`src/rtl/skid_register.sv`:
```
// skid_register: two-entry elastic buffer between a valid/ready producer and consumer.
// The main word drives out_data. The skid word catches the word that was accepted
// on the same edge the consumer stalled. in_ready, out_valid, out_data and occupancy
// are all taken straight from flops, so no input reaches an output combinationally.
//
// state | meaning
// EMPTY | no word held; out_valid low
// BUSY  | one word held in main
// FULL  | main and skid both hold words; in_ready low

module skid_register #(
    parameter int                     WORD_WIDTH  = 32,
    parameter logic [WORD_WIDTH-1:0]  RESET_VALUE = '0
) (
    input  logic                  clk,
    input  logic                  rstn,
    input  logic                  flush,
    input  logic                  in_valid,
    output logic                  in_ready,
    input  logic [WORD_WIDTH-1:0] in_data,
    output logic                  out_valid,
    input  logic                  out_ready,
    output logic [WORD_WIDTH-1:0] out_data,
    output logic [1:0]            occupancy
);

    typedef enum logic [1:0] {
        EMPTY = 2'd0,
        BUSY  = 2'd1,
        FULL  = 2'd2
    } state_t;

    state_t                state_q, state_d;
    logic [WORD_WIDTH-1:0] main_q, main_d;
    logic [WORD_WIDTH-1:0] skid_q, skid_d;
    logic                  in_ready_q, in_ready_d;
    logic                  out_valid_q, out_valid_d;
    logic [1:0]            occupancy_q, occupancy_d;

    logic in_fire;
    logic out_fire;

    // Handshakes are qualified by the registered ready/valid, never by raw inputs.
    assign in_fire  = in_valid & in_ready_q;
    assign out_fire = out_valid_q & out_ready;

    // Next state, storage moves, and the output flags that belong to the next state.
    always_comb begin
        state_d = state_q;
        main_d  = main_q;
        skid_d  = skid_q;
        if (flush) begin
            state_d = EMPTY;
        end else begin
            case (state_q)
                EMPTY: begin
                    if (in_fire) begin
                        main_d  = in_data;
                        state_d = BUSY;
                    end
                end
                BUSY: begin
                    if (in_fire && out_fire) begin
                        main_d = in_data;
                    end else if (in_fire) begin
                        skid_d  = in_data;
                        state_d = FULL;
                    end else if (out_fire) begin
                        state_d = EMPTY;
                    end
                end
                FULL: begin
                    if (out_fire) begin
                        main_d  = skid_q;
                        state_d = BUSY;
                    end
                end
                default: state_d = EMPTY;
            endcase
        end
        in_ready_d  = (state_d != FULL);
        out_valid_d = (state_d != EMPTY);
        case (state_d)
            BUSY:    occupancy_d = 2'd1;
            FULL:    occupancy_d = 2'd2;
            default: occupancy_d = 2'd0;
        endcase
    end

    // State and output registers; reset holds in_ready low until the first released edge.
    always_ff @(posedge clk) begin
        if (!rstn) begin
            state_q     <= EMPTY;
            main_q      <= RESET_VALUE;
            skid_q      <= RESET_VALUE;
            in_ready_q  <= 1'b0;
            out_valid_q <= 1'b0;
            occupancy_q <= 2'd0;
        end else begin
            state_q     <= state_d;
            main_q      <= main_d;
            skid_q      <= skid_d;
            in_ready_q  <= in_ready_d;
            out_valid_q <= out_valid_d;
            occupancy_q <= occupancy_d;
        end
    end

    assign in_ready  = in_ready_q;
    assign out_valid = out_valid_q;
    assign out_data  = main_q;
    assign occupancy = occupancy_q;

endmodule

```
`config.mk`:
```
export PLATFORM = sky130hd
export DESIGN_NAME = skid_register
export DESIGN_NICKNAME = d
export VERILOG_FILES = /design/src/rtl/skid_register.sv
export SDC_FILE = /design/constraint.sdc
export NUM_CORES = 1
export LEC_CHECK = 0
export CORE_ASPECT_RATIO = 0.7
export CORE_MARGIN = 2
export CORE_UTILIZATION = 30
export DETAILED_ROUTE_END_ITERATION = 10
export SYNTH_ARGS = -nofsm -noshare
export SYNTH_HDL_FRONTEND = slang
export SYNTH_SLANG_ARGS = --single-unit
```
`constraint.sdc`:
```
create_clock -name clk -period 2 [get_ports clk]
set_input_delay 0.2 -clock clk [delete_from_list [all_inputs] [get_ports clk]]
set_output_delay 0.2 -clock clk [all_outputs]
set_load 0.05 [all_outputs]
```
Word-level counts from Yosys, hierarchy flattened
Index checks and enable logic that the tools add are counted.

Logic and storage cells: 36. Register bits after elaboration: 70. Bits of input ports: 37.

Mux-type cells: 12. Bitwise gates (word level): 4. Reductions and logical operators: 6. Eq/ne operators: 8.

Operators with widths (count): 32-bit two-way mux (3); 32-bit case mux with 3 select lines (1); 2-bit two-way mux (6); 2-bit != test (second input constant) (4); 2-bit case mux with 3 select lines (1); 5-bit AND reduction (1); 2-bit by 1-bit == test with 1-bit output (second input constant) (2); 2-bit == test (second input constant) (2); 2-bit case mux with 2 select lines (1); 4-bit AND reduction (1); 3-bit nonzero test (1); 1-bit bitwise AND (2); 2-bit logical NOT (1); 1-bit NOT (2); 2-bit nonzero test (1); 1-bit logical AND (1).

Longest topological paths before layout
Word-level depth: 8. Mapped depth: 6. Gate-level depth less buffers: 4.

Least setup slack after synthesis
OpenSTA, ideal clock, no wires.

Path kind: reg-to-reg. Start: register in_ready_q (netlist: in_ready). End: register main_q[10] (netlist: out_data[10]). Data arrival time: 1.798 ns. Slack: 0.131 ns. Data required time: 1.928 ns. Stages on the path, launching flop included: 6. Setup time: 0.072 ns. Buffers on the path: 1. Cells stage by stage: dfxtp_1 -> nand2_1 -> or3_1 -> a21oi_4 -> buf_6 -> mux2i_1.

Cells in the longest elaborated chain, start to end: 4.

Ends and longest elaborated chain: start: declaration (RTL line 36) `logic in_ready_q, in_ready_d;`; start signal: assignment (RTL line 103) `in_ready_q <= in_ready_d;`; 1-bit bitwise AND * (RTL line 44) `assign in_fire = in_valid & in_ready_q;`; 1-bit logical AND (RTL line 63) `if (in_fire && out_fire) begin`; 2-bit != test (no source line); 5-bit AND reduction (no source line) *; end signal: assignment (RTL line 101) `main_q <= main_d;`; end: declaration (RTL line 34) `logic [WORD_WIDTH-1:0] main_q, main_d;`.

Mark *: on every way between the ends. The rest lies on a longest branch, timed or not. A chain may end at the register's enable or synchronous reset.

Worst setup path in the final report
Start: register out_valid_q (netlist: out_valid). End: output port out_valid.

RTL lines: start: declaration (RTL line 37) `logic out_valid_q, out_valid_d;`; start signal: assignment (RTL line 104) `out_valid_q <= out_valid_d;`; end: declaration (RTL line 21) `output logic out_valid,`.

No word-level cell between the ends.

==> results.toml <==
[run_status]
status = "finished clean"

[route]
drt_wl_total_um = 6960
drc = 0
first_pass_iters = 4
vias = 2500
ant_nets = 0
wl_per_cell_um = 12.9
vias_per_cell = 4.62
drt-initial-drc-count = 149

[setup_path]
r2r_end = "out_data[10]"
setup.worst_path.start = "out_valid"
path_delay_family = "buffers and inverters"
cp.required_ps = 1800
cp.arrival_ps = 1530
r2r_cells = 5
crit_end = "out_valid"
crit_chain = "clkdlybuf4s50_1"
cpMaxStageDelayCell = "clkdlybuf4s50_1"
cp-start-kind = "flop"
critPathMaxFanout = 5
cp_num_cells = 1
max_stage_delay_ps = 820
timing.rr.start = "in_ready"
crit_buf_inv = 1
crit_type = "reg -> out"
cp-end-kind = "primary output"
rrSetupSlack_ps = 390

[layout]
fin_nets = 447
final_cell_area_um2 = 4200
n_antenna_cell = 0
layout_common_cells = "100 x nand2_1, 71 x clkdlybuf4s50_1, 70 x dfxtp_1"
fill_cells = 978
drive_above_1_share_pct = 5.33
areaGrowthSynthToFinish_pct = 36.8
final_common_cell = "nand2_1"
fin_util_pct = 42.7

[clock_tree]
cts_setup_buffers = 0
clock_path_buffers = 2
cts_root_buffer = "clkbuf_16"
ctsResizeCount = 0
cts_made_buffers = 9
clk_latency_ps = 330
cts.sinks = 70
clkTransAtPathRegs_ps = 50
cts_tree = "yes"
htreeDepth = 3
hold_buffers = 0

[timing]
final_hold_viol_count = 0
period_share_pct = 86.5
fmax_mhz = 578
finalSetupViolCount = 0
slew_headroom_pct = 65.9
worst_pin_slew_ps = 510
whs_ps = 426
rsz0062_at_grt = "false"
setup-tns-final_ps = 0
slew_viol_final = 0
skew_ps = 6.62
period_minus_slack_ps = 1730

[min_path]
hp-start = "rstn"
worstHoldPathType = "in -> reg"

[floorplanning]
die_y_um = 88.6
start_util_pct = 31.2
ios = 73
num_rows = 30
die_area_um2 = 11100
fp.dieW_um = 125
core_um2 = 9830

[place]
place_hpwl_um = 4440
port-buffer-count = 72
gp_congestion = 0.806
dpl_cell_area_um2 = 3930

[grt]
grt_antenna_before_repair = 0
grt_pass1_vias = 2331
globalRouteTotalUtil_pct = 13.4
gr-total-overflow = 0
grt_start_max_net_pins = 101
grt_pass1_wl_um = 11600

[synthesis]
syn_inst = 347
yosys_register_bits = 70
syn_area_per_cell_um2 = 8.84
yosys.cell_types.count = 23
synth-warning-count = 0
yosysSeqAreaShare_pct = 45.7
syn-cell-area_um2 = 3070
syn_nets = 384

[power_and_ir_drop]
ir_worst_vdd_mv = 0.350
p_per_area_nw_per_um2 = 793
power.total_w = 0.00333
leakage_nw = 1.44

[flow_run]
drv_cap = 0
per-stage QoR:
step | cells | setup slack (ps)
2_1_floorplan | 347 | 131
3_3_place_gp | 527 | 101
3_5_place_dp | 527 | 38.2
4_1_cts | 541 | 254
5_1_grt | 541 | 217
6_report | 541 | 271
power breakdown:
| part | switching [W] | internal (W) |
|---|---|---|
| combinational | 0.000209 | 0.000186 |
| sequential | 0.0000192 | 0.00143 |
| clock | 0.000536 | 0.000949 |
synthesized netlist by cell type:
cell type / n / area share (%)
nand2_1: 100 / 12
dfxtp_1: 70 / 46
nand2b_1: 35 / 7.1
mux2i_1: 32 / 10
o211ai_1: 32 / 7.8
a21boi_0: 29 / 7.1
clkbuf_1: 12 / 1.5
buf_2: 10 / 1.6
a21boi_1: 5 / 1.2
a21oi_1: 4 / 0.65
and3_1: 3 / 0.61
buf_6: 3 / 1.1
buf_1: 2 / 0.24
a21oi_4: 1 / 0.53
and3b_1: 1 / 0.29
buf_4: 1 / 0.24
nand3_1: 1 / 0.16
nand4b_1: 1 / 0.29
nor2_1: 1 / 0.12
o21a_1: 1 / 0.24
o31a_1: 1 / 0.29
or3_1: 1 / 0.20
xnor2_1: 1 / 0.29
layout make-up:
cell class / instances / area, µm² / area share, %
Clock buffer: 12 / 236 / 5.64
Clock inverter: 2 / 35.0 / 0.835
Multi-Input combinational cell: 249 / 1530 / 36.3
Sequential cell: 70 / 1400 / 33.4
Tap cell: 128 / 160 / 3.82
Timing Repair Buffer: 80 / 838 / 20.0
routing by layer:
layer / global-route usage (%) / share of wire [%] / vias up
met3: 5.99 / 5.8 / 7
met1: 17.9 / 51 / 1132
met2: 20.0 / 42 / 61
met5: 0 / 0 / -
li1: - / - / 1300
met4: 3.23 / 0.76 / 0
registers in the layout, indices dropped and copies added (netlist names):
name	count
out_data	32
out_valid	1
skid_q	32
state_q	2
occupancy	2
in_ready	1
worst min-delay path by stage:
stage / to / slack (ps) / cells past startpoint
2_1_floorplan: skid_q[25] / 330 / 2
3_5_place_dp: skid_q[25] / 450 / 2
3_3_place_gp: skid_q[29] / 440 / 2
6_report: out_data[14] / 430 / 4
5_1_grt: out_data[13] / 440 / 4
4_1_cts: out_data[18] / 420 / 4
cells by family after synthesis:
family          share of synthesized area (%)
xor+xnor                                0.286
buf+inv                                  4.69
flops                                    45.7
simple gates                             21.0
mux                                      10.4
compound gates                           17.9
tightest hold or removal path: cells and delay by family:
| kind | cells | cell delay, ps |
|---|---|---|
| buf+inv | 2 | 330 |
| mux | 1 | 50 |
| simple gates | 1 | 110 |
Note: power is estimated with default switching activity, not from simulation.
==> edit: new RTL, same flow settings <==
Change the parameter `WORD_WIDTH` from 32 to 16.
--- a/src/rtl/skid_register.sv
+++ b/src/rtl/skid_register.sv
@@ -9,7 +9,7 @@
 // FULL  | main and skid both hold words; in_ready low
 
 module skid_register #(
-    parameter int                     WORD_WIDTH  = 32,
+    parameter int                     WORD_WIDTH  = 16,
     parameter logic [WORD_WIDTH-1:0]  RESET_VALUE = '0
 ) (
     input  logic                  clk,
Interface: changed (resized in_data and out_data); port bits go from 73 to 41. No check against the original RTL was run, so the function may have changed too.
==> edit against the unedited design <==
  * Sequential cell count is 32 lower
  * Non-clock buffer count down 33
  * Die area down 46%
  * Final area down 48%
  * Core utilization is 0.58 points lower
  * Synthesized area shrank 47%
  * Routed wire length is 47% lower
  * Largest cell class unchanged
  * Critical path type unchanged
  * Power down 49%
  * Setup slack got worse by 14 ps
==> edit: results (changes against the unedited design) <==
outcome=finished clean; vias per cell=4.51 (-2.5%); clk cell area share=0.0497 (-0.0150); worst-path fanout max=3 (-2); met1 GRT Util=0.185 (+0.00600); initial DRC count=53 (-64%); post-route insts no fill=270 (-50%); Worst-Skew Late Latency=300 ps (-30 ps); Non-Clock Buffer Count=47 (-41%); Seq Cell Count=38 (-46%); # port buffers=40 (-44%); Data buffer area share=0.207 (+0.00710); placed instance count=262 (-50%); Worst-Margin Slew=497 ps (-13.6 ps); vias in the first global route=1161 (-50%); layout cells sized above 1=0.0960 (+0.0427); pin count of the biggest net entering global routing=35 (-65%); sequential cell area share=0.347 (+0.0135); DP HPWL=2360 um (-47%); met2 usage in global routing=0.170 (-0.0302); Clock Skews=6.73 ps (+0.114 ps); syn nets=175 (-54%); sequential cell power=0.794 mW (-45%); top cells by area, synth=dfxtp_1, mux2i_1, o31ai_1, nor2b_1, a21oi_1; area growth from synthesis to layout=35.9%; nets=218 (-51%); Synth top cells by count=dfxtp_1, mux2i_1, a21oi_1; CTS Buf Count=5 (-4)
-- edit: cell count changes after synthesis, moves of 3 or more --
| cell | change |
|---|---|
| and3_1 | -3 |
| o31ai_1 | +16 |
| buf_2 | -6 |
| nor2_1 | +3 |
| a21boi_0 | -29 |
| o211ai_1 | -32 |
| clkbuf_1 | -8 |
| a21oi_1 | +15 |
| dfxtp_1 | -32 |
| nand2_1 | -95 |
| nand2b_1 | -33 |
| nor2b_1 | +16 |
| a21boi_1 | -5 |
-- edit: final timing paths --
check	startpoint	endpoint	slack (ps)	cells after the start
max	in_ready	in_ready	260	1
min	skid_q[8]	skid_q[8]	520	2
max reg2reg	state_q[0]	skid_q[13]	390	5
min reg2reg	skid_q[8]	skid_q[8]	520	2
-- edit: logic make-up (layout without fill, tap and decap cells) --
kind of cell / after synthesis / in the layout / synth area share
AOI/OAI and AO/OA: 39 / 39 / 0.155
DFF: 38 / 38 / 0.472
muxes: 33 / 33 / 0.205
and+or+nand+nor: 31 / 31 / 0.117
buffers and inverters: 13 / 57 / 0.0505
